$ cat src/rtl/conv1_pkg.sv
`default_nettype none
// ============================================================================
// Package  : conv1_pkg
// Purpose  : Shared widths and types for the conv1 3x3x3 window generator.
// Revision : 1.0 - initial release
// ============================================================================
package conv1_pkg;

  localparam int PIX_W = 8;                       // bits per channel sample
  localparam int N_CH  = 3;                       // channels per pixel
  localparam int K     = 3;                       // kernel edge length
  localparam int WIN_W = N_CH * K * K * PIX_W;    // 216-bit flattened window

  // One raster pixel: ch0 in [7:0], ch1 in [15:8], ch2 in [23:16]
  typedef logic [N_CH-1:0][PIX_W-1:0] pix_t;

  // Window indexed [ky][kx]; ky=0 oldest row, kx=0 leftmost column
  typedef pix_t [K-1:0][K-1:0] win_t;

  // LSB position of tap k of channel n inside the flattened window
  function automatic int tap_lsb(input int n, input int k);
    return (n * K * K + k) * PIX_W;
  endfunction

endpackage
`default_nettype wire

$ cat src/rtl/conv1_line_buf.sv
`default_nettype none
// ============================================================================
// Module   : conv1_line_buf
// Purpose  : One row of pixel storage; combinational read of the addressed
//            column, write on the clock edge, so a same-cycle read returns
//            the previous contents (read-before-write). Not reset.
// Revision : 1.0 - initial release
// ============================================================================
module conv1_line_buf
  import conv1_pkg::*;
#(
  parameter int DEPTH  = 32,
  parameter int ADDR_W = $clog2(DEPTH)
) (
  input  logic              clk,
  input  logic              wr_en,
  input  logic [ADDR_W-1:0] addr,
  input  pix_t              wr_data,
  output pix_t              rd_data
);

  pix_t r_mem [DEPTH];

  assign rd_data = r_mem[addr];

  // Store the new pixel for this column; old contents were already read out
  always_ff @(posedge clk) begin
    if (wr_en) begin
      r_mem[addr] <= wr_data;
    end
  end

endmodule
`default_nettype wire

$ cat src/rtl/conv1_window_gen.sv
`default_nettype none
// ============================================================================
// Module   : conv1_window_gen
// Purpose  : Builds 3x3x3 windows from a raster pixel stream using two line
//            buffers and a shifting window register; emits strided windows.
// Options  : CONV1_WIN_SOF_EN - adds a sof input that forces the accepted
//            pixel to be (0,0) of a new frame.
// Revision : 1.0 - initial release
// ============================================================================
module conv1_window_gen
  import conv1_pkg::*;
#(
  parameter int IMG_W  = 32,
  parameter int IMG_H  = 32,
  parameter int STRIDE = 2
) (
  input  logic             clk,
  input  logic             rstn,
  input  logic             in_valid,
  input  logic [23:0]      in_pix,
`ifdef CONV1_WIN_SOF_EN
  input  logic             sof,
`endif
  output logic             out_valid,
  output logic [WIN_W-1:0] out_win,
  output logic             frame_done
);

  localparam int CW = $clog2(IMG_W);
  localparam int RW = $clog2(IMG_H);

  localparam logic [CW-1:0] c_col_last = CW'(IMG_W - 1);
  localparam logic [RW-1:0] c_row_last = RW'(IMG_H - 1);
  localparam logic [CW-1:0] c_col_two  = CW'(2);
  localparam logic [RW-1:0] c_row_two  = RW'(2);
  localparam bit            c_stride2  = (STRIDE == 2);

  logic [CW-1:0]    r_col;
  logic [RW-1:0]    r_row;
  logic [CW-1:0]    w_col;
  logic [RW-1:0]    w_row;
  win_t             r_win;
  win_t             w_win_next;
  logic [WIN_W-1:0] w_win_flat;
  logic [WIN_W-1:0] r_out_win;
  logic             r_out_valid;
  logic             r_frame_done;
  pix_t             w_in_pix;
  pix_t             w_row1_rd;
  pix_t             w_row2_rd;
  logic             w_col_ok;
  logic             w_row_ok;
  logic             w_qual;
  logic             w_last;

  assign w_in_pix = in_pix;

`ifdef CONV1_WIN_SOF_EN
  assign w_col = sof ? '0 : r_col;
  assign w_row = sof ? '0 : r_row;
`else
  assign w_col = r_col;
  assign w_row = r_row;
`endif

  // Row-1 buffer takes the incoming pixel; row-2 buffer takes what row-1 held
  conv1_line_buf #(.DEPTH(IMG_W), .ADDR_W(CW)) u_row1_buf (
    .clk     (clk),
    .wr_en   (in_valid),
    .addr    (w_col),
    .wr_data (w_in_pix),
    .rd_data (w_row1_rd)
  );

  conv1_line_buf #(.DEPTH(IMG_W), .ADDR_W(CW)) u_row2_buf (
    .clk     (clk),
    .wr_en   (in_valid),
    .addr    (w_col),
    .wr_data (w_row1_rd),
    .rd_data (w_row2_rd)
  );

  // For STRIDE 2, (x-2) is a multiple of 2 exactly when x is even
  assign w_col_ok = (w_col >= c_col_two) && (!c_stride2 || !w_col[0]);
  assign w_row_ok = (w_row >= c_row_two) && (!c_stride2 || !w_row[0]);
  assign w_qual   = in_valid && w_col_ok && w_row_ok;
  assign w_last   = in_valid && (w_col == c_col_last) && (w_row == c_row_last);

  // Shift window one column left and append the new {row-2, row-1, pixel} column
  always_comb begin
    w_win_next = r_win;
    for (int ky = 0; ky < K; ky++) begin
      for (int kx = 0; kx < K - 1; kx++) begin
        w_win_next[ky][kx] = r_win[ky][kx+1];
      end
    end
    w_win_next[0][K-1] = w_row2_rd;
    w_win_next[1][K-1] = w_row1_rd;
    w_win_next[2][K-1] = w_in_pix;
  end

  // Flatten into channel-major, tap-minor output layout
  always_comb begin
    w_win_flat = '0;
    for (int n = 0; n < N_CH; n++) begin
      for (int k = 0; k < K * K; k++) begin
        w_win_flat[tap_lsb(n, k) +: PIX_W] = w_win_next[k / K][k % K][n];
      end
    end
  end

  // Counters, window register and registered outputs
  always_ff @(posedge clk or negedge rstn) begin
    if (!rstn) begin
      r_col        <= '0;
      r_row        <= '0;
      r_win        <= '0;
      r_out_win    <= '0;
      r_out_valid  <= 1'b0;
      r_frame_done <= 1'b0;
    end else begin
      r_out_valid  <= w_qual;
      r_frame_done <= w_last;
      if (in_valid) begin
        r_win <= w_win_next;
        if (w_col == c_col_last) begin
          r_col <= '0;
          r_row <= (w_row == c_row_last) ? '0 : w_row + 1'b1;
        end else begin
          r_col <= w_col + 1'b1;
          r_row <= w_row;
        end
      end
      if (w_qual) begin
        r_out_win <= w_win_flat;
      end
    end
  end

  assign out_valid  = r_out_valid;
  assign out_win    = r_out_win;
  assign frame_done = r_frame_done;

endmodule
`default_nettype wire

$ cat config.mk
export PLATFORM = sky130hd
export DESIGN_NAME = conv1_window_gen
export DESIGN_NICKNAME = d
export VERILOG_FILES = /design/src/rtl/conv1_pkg.sv /design/src/rtl/conv1_line_buf.sv /design/src/rtl/conv1_window_gen.sv
export SDC_FILE = /design/constraint.sdc
export NUM_CORES = 1
export LEC_CHECK = 0
export BUFFER_PORTS_ARGS = -buffer_cell sky130_fd_sc_hd__buf_2
export CAP_MARGIN = 25
export CORE_ASPECT_RATIO = 0.5
export CORE_MARGIN = 2
export CORE_UTILIZATION = 62
export DETAILED_ROUTE_END_ITERATION = 10
export PLACE_DENSITY = 0.8
export SLEW_MARGIN = 5
export SYNTH_ARGS = -nofsm -noshare
export SYNTH_HDL_FRONTEND = slang
export SYNTH_HIERARCHICAL = 1
export SYNTH_SLANG_ARGS = --single-unit
export TNS_END_PERCENT = 50
$ cat constraint.sdc
create_clock -name clk -period 4.1 [get_ports clk]
set_input_delay 0.41 -clock clk [delete_from_list [all_inputs] [get_ports clk]]
set_output_delay 0.41 -clock clk [all_outputs]
set_load 0.01 [all_outputs]
# Word-level counts from Yosys, hierarchy flattened
# Memory sizes are Yosys's and may differ from the RTL's.
# Cells that the tools add are included.
# word_totals
regBits	372
mem_bits_rw	1536
output_inout_bits	218
word_cells	44
memories	2
# op_classes
add_sub_neg	2
order_cmp	2
eq_ne	2
n_mux	4
reduce_logical	9
# memory_table
name	depth	width	rd	rd_clocked_by_memory_dff	write_ports	line_no	rtl
u_row1_buf.r_mem	32	24	1	0	1	conv1_line_buf.sv:22	pix_t r_mem [DEPTH];
u_row2_buf.r_mem	32	24	1	0	1	conv1_line_buf.sv:22	
# ops
cell	count
$add 5x1->5 const B	2
$eq 5x5->1 const B	2
$ge 5x2->1 const B	2
$mux 5	2
$logic_and 1x1->1	6
$logic_not 1->1	2
$mux 1	2
$reduce_and 2->1	1

# Logic depth before layout (Yosys ltp)
# logic_depth
word_depth	4
mapped_depth	9
mapped_depth_nobuf	7

# Modules after synthesis
# Netlist, hierarchy kept.
# modules_own_cells
module	n_inst	cells_per_inst	area_per_inst_um2	seq_area_each_um2
conv1_line_buf	2	1572	29522.1	23062.1
conv1_window_gen	1	820	13979.7	9308.9

# Worst setup path before layout
# Ideal clock, no wire load.
# synth_path
path_type	register to register
from	reg r_col[1]
to	mem u_row1_buf/r_mem[27][0] (netlist bit) (enable)
setup_ps	435
t_arrival_ps	3052
required_ps	3665
path_slack_ps	613
path_stages_with_launch	6
path_buffers	3
cell_sequence	dfrtp_1 -> buf_2 -> buf_2 -> buf_2 -> nand3_1 -> nor3_1
# synth_lines
item	line_no	rtl
from (decl)	conv1_window_gen.sv:38	logic [CW-1:0] r_col;
from (signal assigned)	conv1_window_gen.sv:130	r_col <= w_col + 1'b1;
to (decl)	conv1_line_buf.sv:22	
# No word-level cell before the write port.

==> impl_metrics.csv <==
group,metric,value,unit
clocking,cts_sinks,1908,
global_route,grt_pass1_vias,39580,
sta,min_period,3.910,ns
sta,fin_setup_tns,0,ns
clocking,cts_htree_levels,4,
power_and_ir_drop,p_sw_share,31.47,%
final_layout,multiInputGateArea,16490,µm²
logic_synthesis,synth.avg_cell_area,18.42,µm²
logic_synthesis,synth_seq_cells,1908,
worst_setup_path,critPathArrivalTime,4.57,ns
logic_synthesis,synthTopCellsByArea,"edfxtp_1, dfrtp_1, mux2i_1",
worst_setup_path,worstPathRequired,4.76,ns
detailed_routing,drtIter0Drc,4753,
die,die_area,120700,µm²
sta,rsz0062_at_grt,"false",
final_layout,fillerInstances,6686,
global_route,antenna_found_initial,3,
final_layout,finish.utilization,71.01,%
power_and_ir_drop,power.density,707.4,nW/µm²
logic_synthesis,synth_top_area_share,63.16,%
die,rows,88,
power_and_ir_drop,clkPwrFrac,26.2,%
detailed_routing,wire_per_inst,29.50,µm
detailed_routing,routed_via_density,6.543,
clocking,cts_tree,"built",
worst_setup_path,cp-end-kind,"flop",
logic_synthesis,synth_flop_cell,"edfxtp_1",
die,start_util,62.92,%
clocking,clock_latency,0.80,ns
clocking,numCtsBuffers,157,
logic_synthesis,yosysWarnings,6,
sta,fmax,255.7,MHz
place,gp_congestion,0.8541,
die,fp.dieW,489.3,µm
global_route,track_usage,29.56,%
place,post-dp-hpwl,101.9,mm
logic_synthesis,synth-edff-count,1536,
die,io_pins,245,
min_path,hp-class,"input port to flop",
final_layout,syn2layout_area_growth,12.86,%
place,port_buffers,244,
power_and_ir_drop,internal_power,39.95,mW
min_path,holdPathEnd,"r_col[0]$_DFFE_PN0P_",
die,coreArea,116100,µm²
clocking,cts_max_path_buffers,3,
die,fp.dieH,246.7,µm
sta,drv_slew,0,
sta,finalCritPeriodShare,95.38,%
detailed_routing,wl,179.2,mm
logic_synthesis,synthesis.nets,3997,
final_layout,layout.area.seq,55440,µm²
logic_synthesis,synth.most_common_cell,"edfxtp_1",
logic_synthesis,synthArstFlopShare,19.50,%
final_layout,fin_nets,4400,
worst_setup_path,crit_fanout,28,
clocking,cts_setup_buffers,0,
logic_synthesis,synth_area,73020,µm²
worst_setup_path,cp-start-kind,"flop",
sta,slew_headroom,27.81,%
power_and_ir_drop,ir_drop,0.5587,mV
detailed_routing,drt_pass1_iterations,6,
final_layout,layout-drive-gt1-share,26.28,%
min_path,min-delay-start,"in_valid",
detailed_routing,vias,39750,
global_route,grt_max_degree,98,
worst_setup_path,rr_endpoint,"out_win[22]$_DFFE_PN0P_",
power_and_ir_drop,pwr-share-comb,27.2,%
sta,hold_viol,0,
clocking,cts_root_buf,"clkbuf_16",
sta,worst_pin_slew,1.073,ns
global_route,grt_pass1_wl,258.3,mm
place,placed_area,77150,µm²
power_and_ir_drop,switching_power,18.34,mW
worst_setup_path,r2r_setup_slack,0.19,ns
logic_synthesis,synth_cell_types,39,
sta,holdWs,0.1074,ns
min_path,holdPathStages,2,
status,status,"completed",
detailed_routing,drtAntennaViolNets,0,
detailed_routing,drc_errors,0,
logic_synthesis,ys_seq_area_share,75.91,%
worst_setup_path,crit_type,"flop to flop",
power_and_ir_drop,seqPwrFrac,46.7,%
logic_synthesis,synth_cells,3964,
sta,fin_skew,0.03831,ns
power_and_ir_drop,p_leak,30.64,nW
clocking,clkTransAtPathRegs,0.06,ns
worst_setup_path,rr_worst_depth,7,
logic_synthesis,ys_top_cells_by_count,"edfxtp_1, mux2i_1, dfrtp_1",
logic_synthesis,yosys.area.top_type,"edfxtp_1",
worst_setup_path,timing.rr.start,"r_col[3]$_DFFE_PN0P_",
sta,finalSetupViolCount,0,
final_layout,stdcell_area,82410,µm²
global_route,overflow,0,
run,maxCapViolCount,0,
==> layout by cell type, fill, tap and decap left out, types with 8 or more instances in the layout <==
cell type,count
edfxtp_1,1536
mux2i_1,769
dfrtp_1,370
o22ai_1,344
mux2_2,343
buf_2,242
buf_4,205
clkbuf_16,166
nor4_1,96
nand2_1,58
nor2_2,56
o22ai_2,40
clkbuf_1,36
clkinv_1,27
buf_12,23
mux2_4,20
clkinv_2,19
clkbuf_8,18
bufinv_16,12
nand4bb_1,10
nand3b_1,8
nor3_2,8
==> area by class of cell <==
type	count	area share (%)
multi-input combinational	1822	20.01
timing repair buffer	474	3.973
sequential	1908	67.27
tap	1575	2.391
inverter	4	0.02125
clock buffer	220	5.505
antenna	3	0.009109
clock inverter	69	0.8214
==> worst max path at each step <==
stage | start | cells past startpoint | slack (ns) | end
after detailed placement | r_col[1]$_DFFE_PN0P_ | 8 | 0.33 | out_win[112]$_DFFE_PN0P_
after global routing | r_col[3]$_DFFE_PN0P_ | 7 | 0.06 | out_win[22]$_DFFE_PN0P_
after CTS | r_col[1]$_DFFE_PN0P_ | 8 | 0.30 | out_win[112]$_DFFE_PN0P_
after floorplan | r_col[1]$_DFFE_PN0P_ | 5 | 0.61 | u_row1_buf/r_mem[27][0]$_DFFE_PP_
after global placement | r_col[1]$_DFFE_PN0P_ | 8 | 0.48 | r_win[128]$_DFFE_PN0P_
final | r_col[3]$_DFFE_PN0P_ | 7 | 0.19 | out_win[22]$_DFFE_PN0P_
==> state kept, by name (all words and copies together) (netlist names) <==
| register | flops |
|---|---|
| r_win | 144 |
| u_row2_buf/r_mem | 768 |
| out_valid | 1 |
| out_win | 216 |
| u_row1_buf/r_mem | 768 |
| frame_done | 1 |
| r_col | 5 |
| r_row | 5 |
==> kinds of logic after synthesis <==
logic type | Yosys count | synth area share, %
mux | 1132 | 16.24
compound gates | 396 | 3.730
flops | 1908 | 75.91
simple gates | 288 | 2.238
fa+ha+maj | 6 | 0.1028
buf+inv | 234 | 1.777
==> layer usage <==
metal,global-route usage [%],vias to the layer above,routed length [µm]
met5,0,-,12
met1,39.63,20440,66880
met2,48.16,2358,87130
met4,12.92,2,7844
met3,5.349,423,17340
li1,-,16530,-
==> power groups by stage <==
stage | clock (mW) | combinational (mW) | sequential (mW)
6_report | 15.3 | 15.8 | 27.2
2_1_floorplan | 0 | 8.74 | 27.5
3_5_place_dp | 0 | 15.4 | 27.6
5_1_grt | 16.1 | 16.5 | 27.4
3_3_place_gp | 0 | 14.8 | 27.4
4_1_cts | 15.4 | 15.6 | 27.2
==> critical path: stages (launching register included) <==
cell and delay (ns):
dfrtp_1 0.80, buf_4 0.42, nand4bb_1 0.50, buf_4 0.40
o22ai_1 0.15, nor4_1 0.85, nand2_1 0.29, mux2_2 0.37
==> through the flow <==
step	cells	setup WS (ns)	power [mW]
finish	6075	0.1895	58.30
global route	6072	0.06013	60.06
detailed placement	5781	0.3318	43.01
global placement	5781	0.4828	42.26
CTS	6071	0.3019	58.17
floorplan	3964	0.6126	36.20
==> what timing repair did <==
item                      in CTS  in global routing
hold buffers                   1                  0
hold endpoints to repair      84                  0
resized for setup              0                  0
Note: power is estimated with default switching activity, not from simulation.
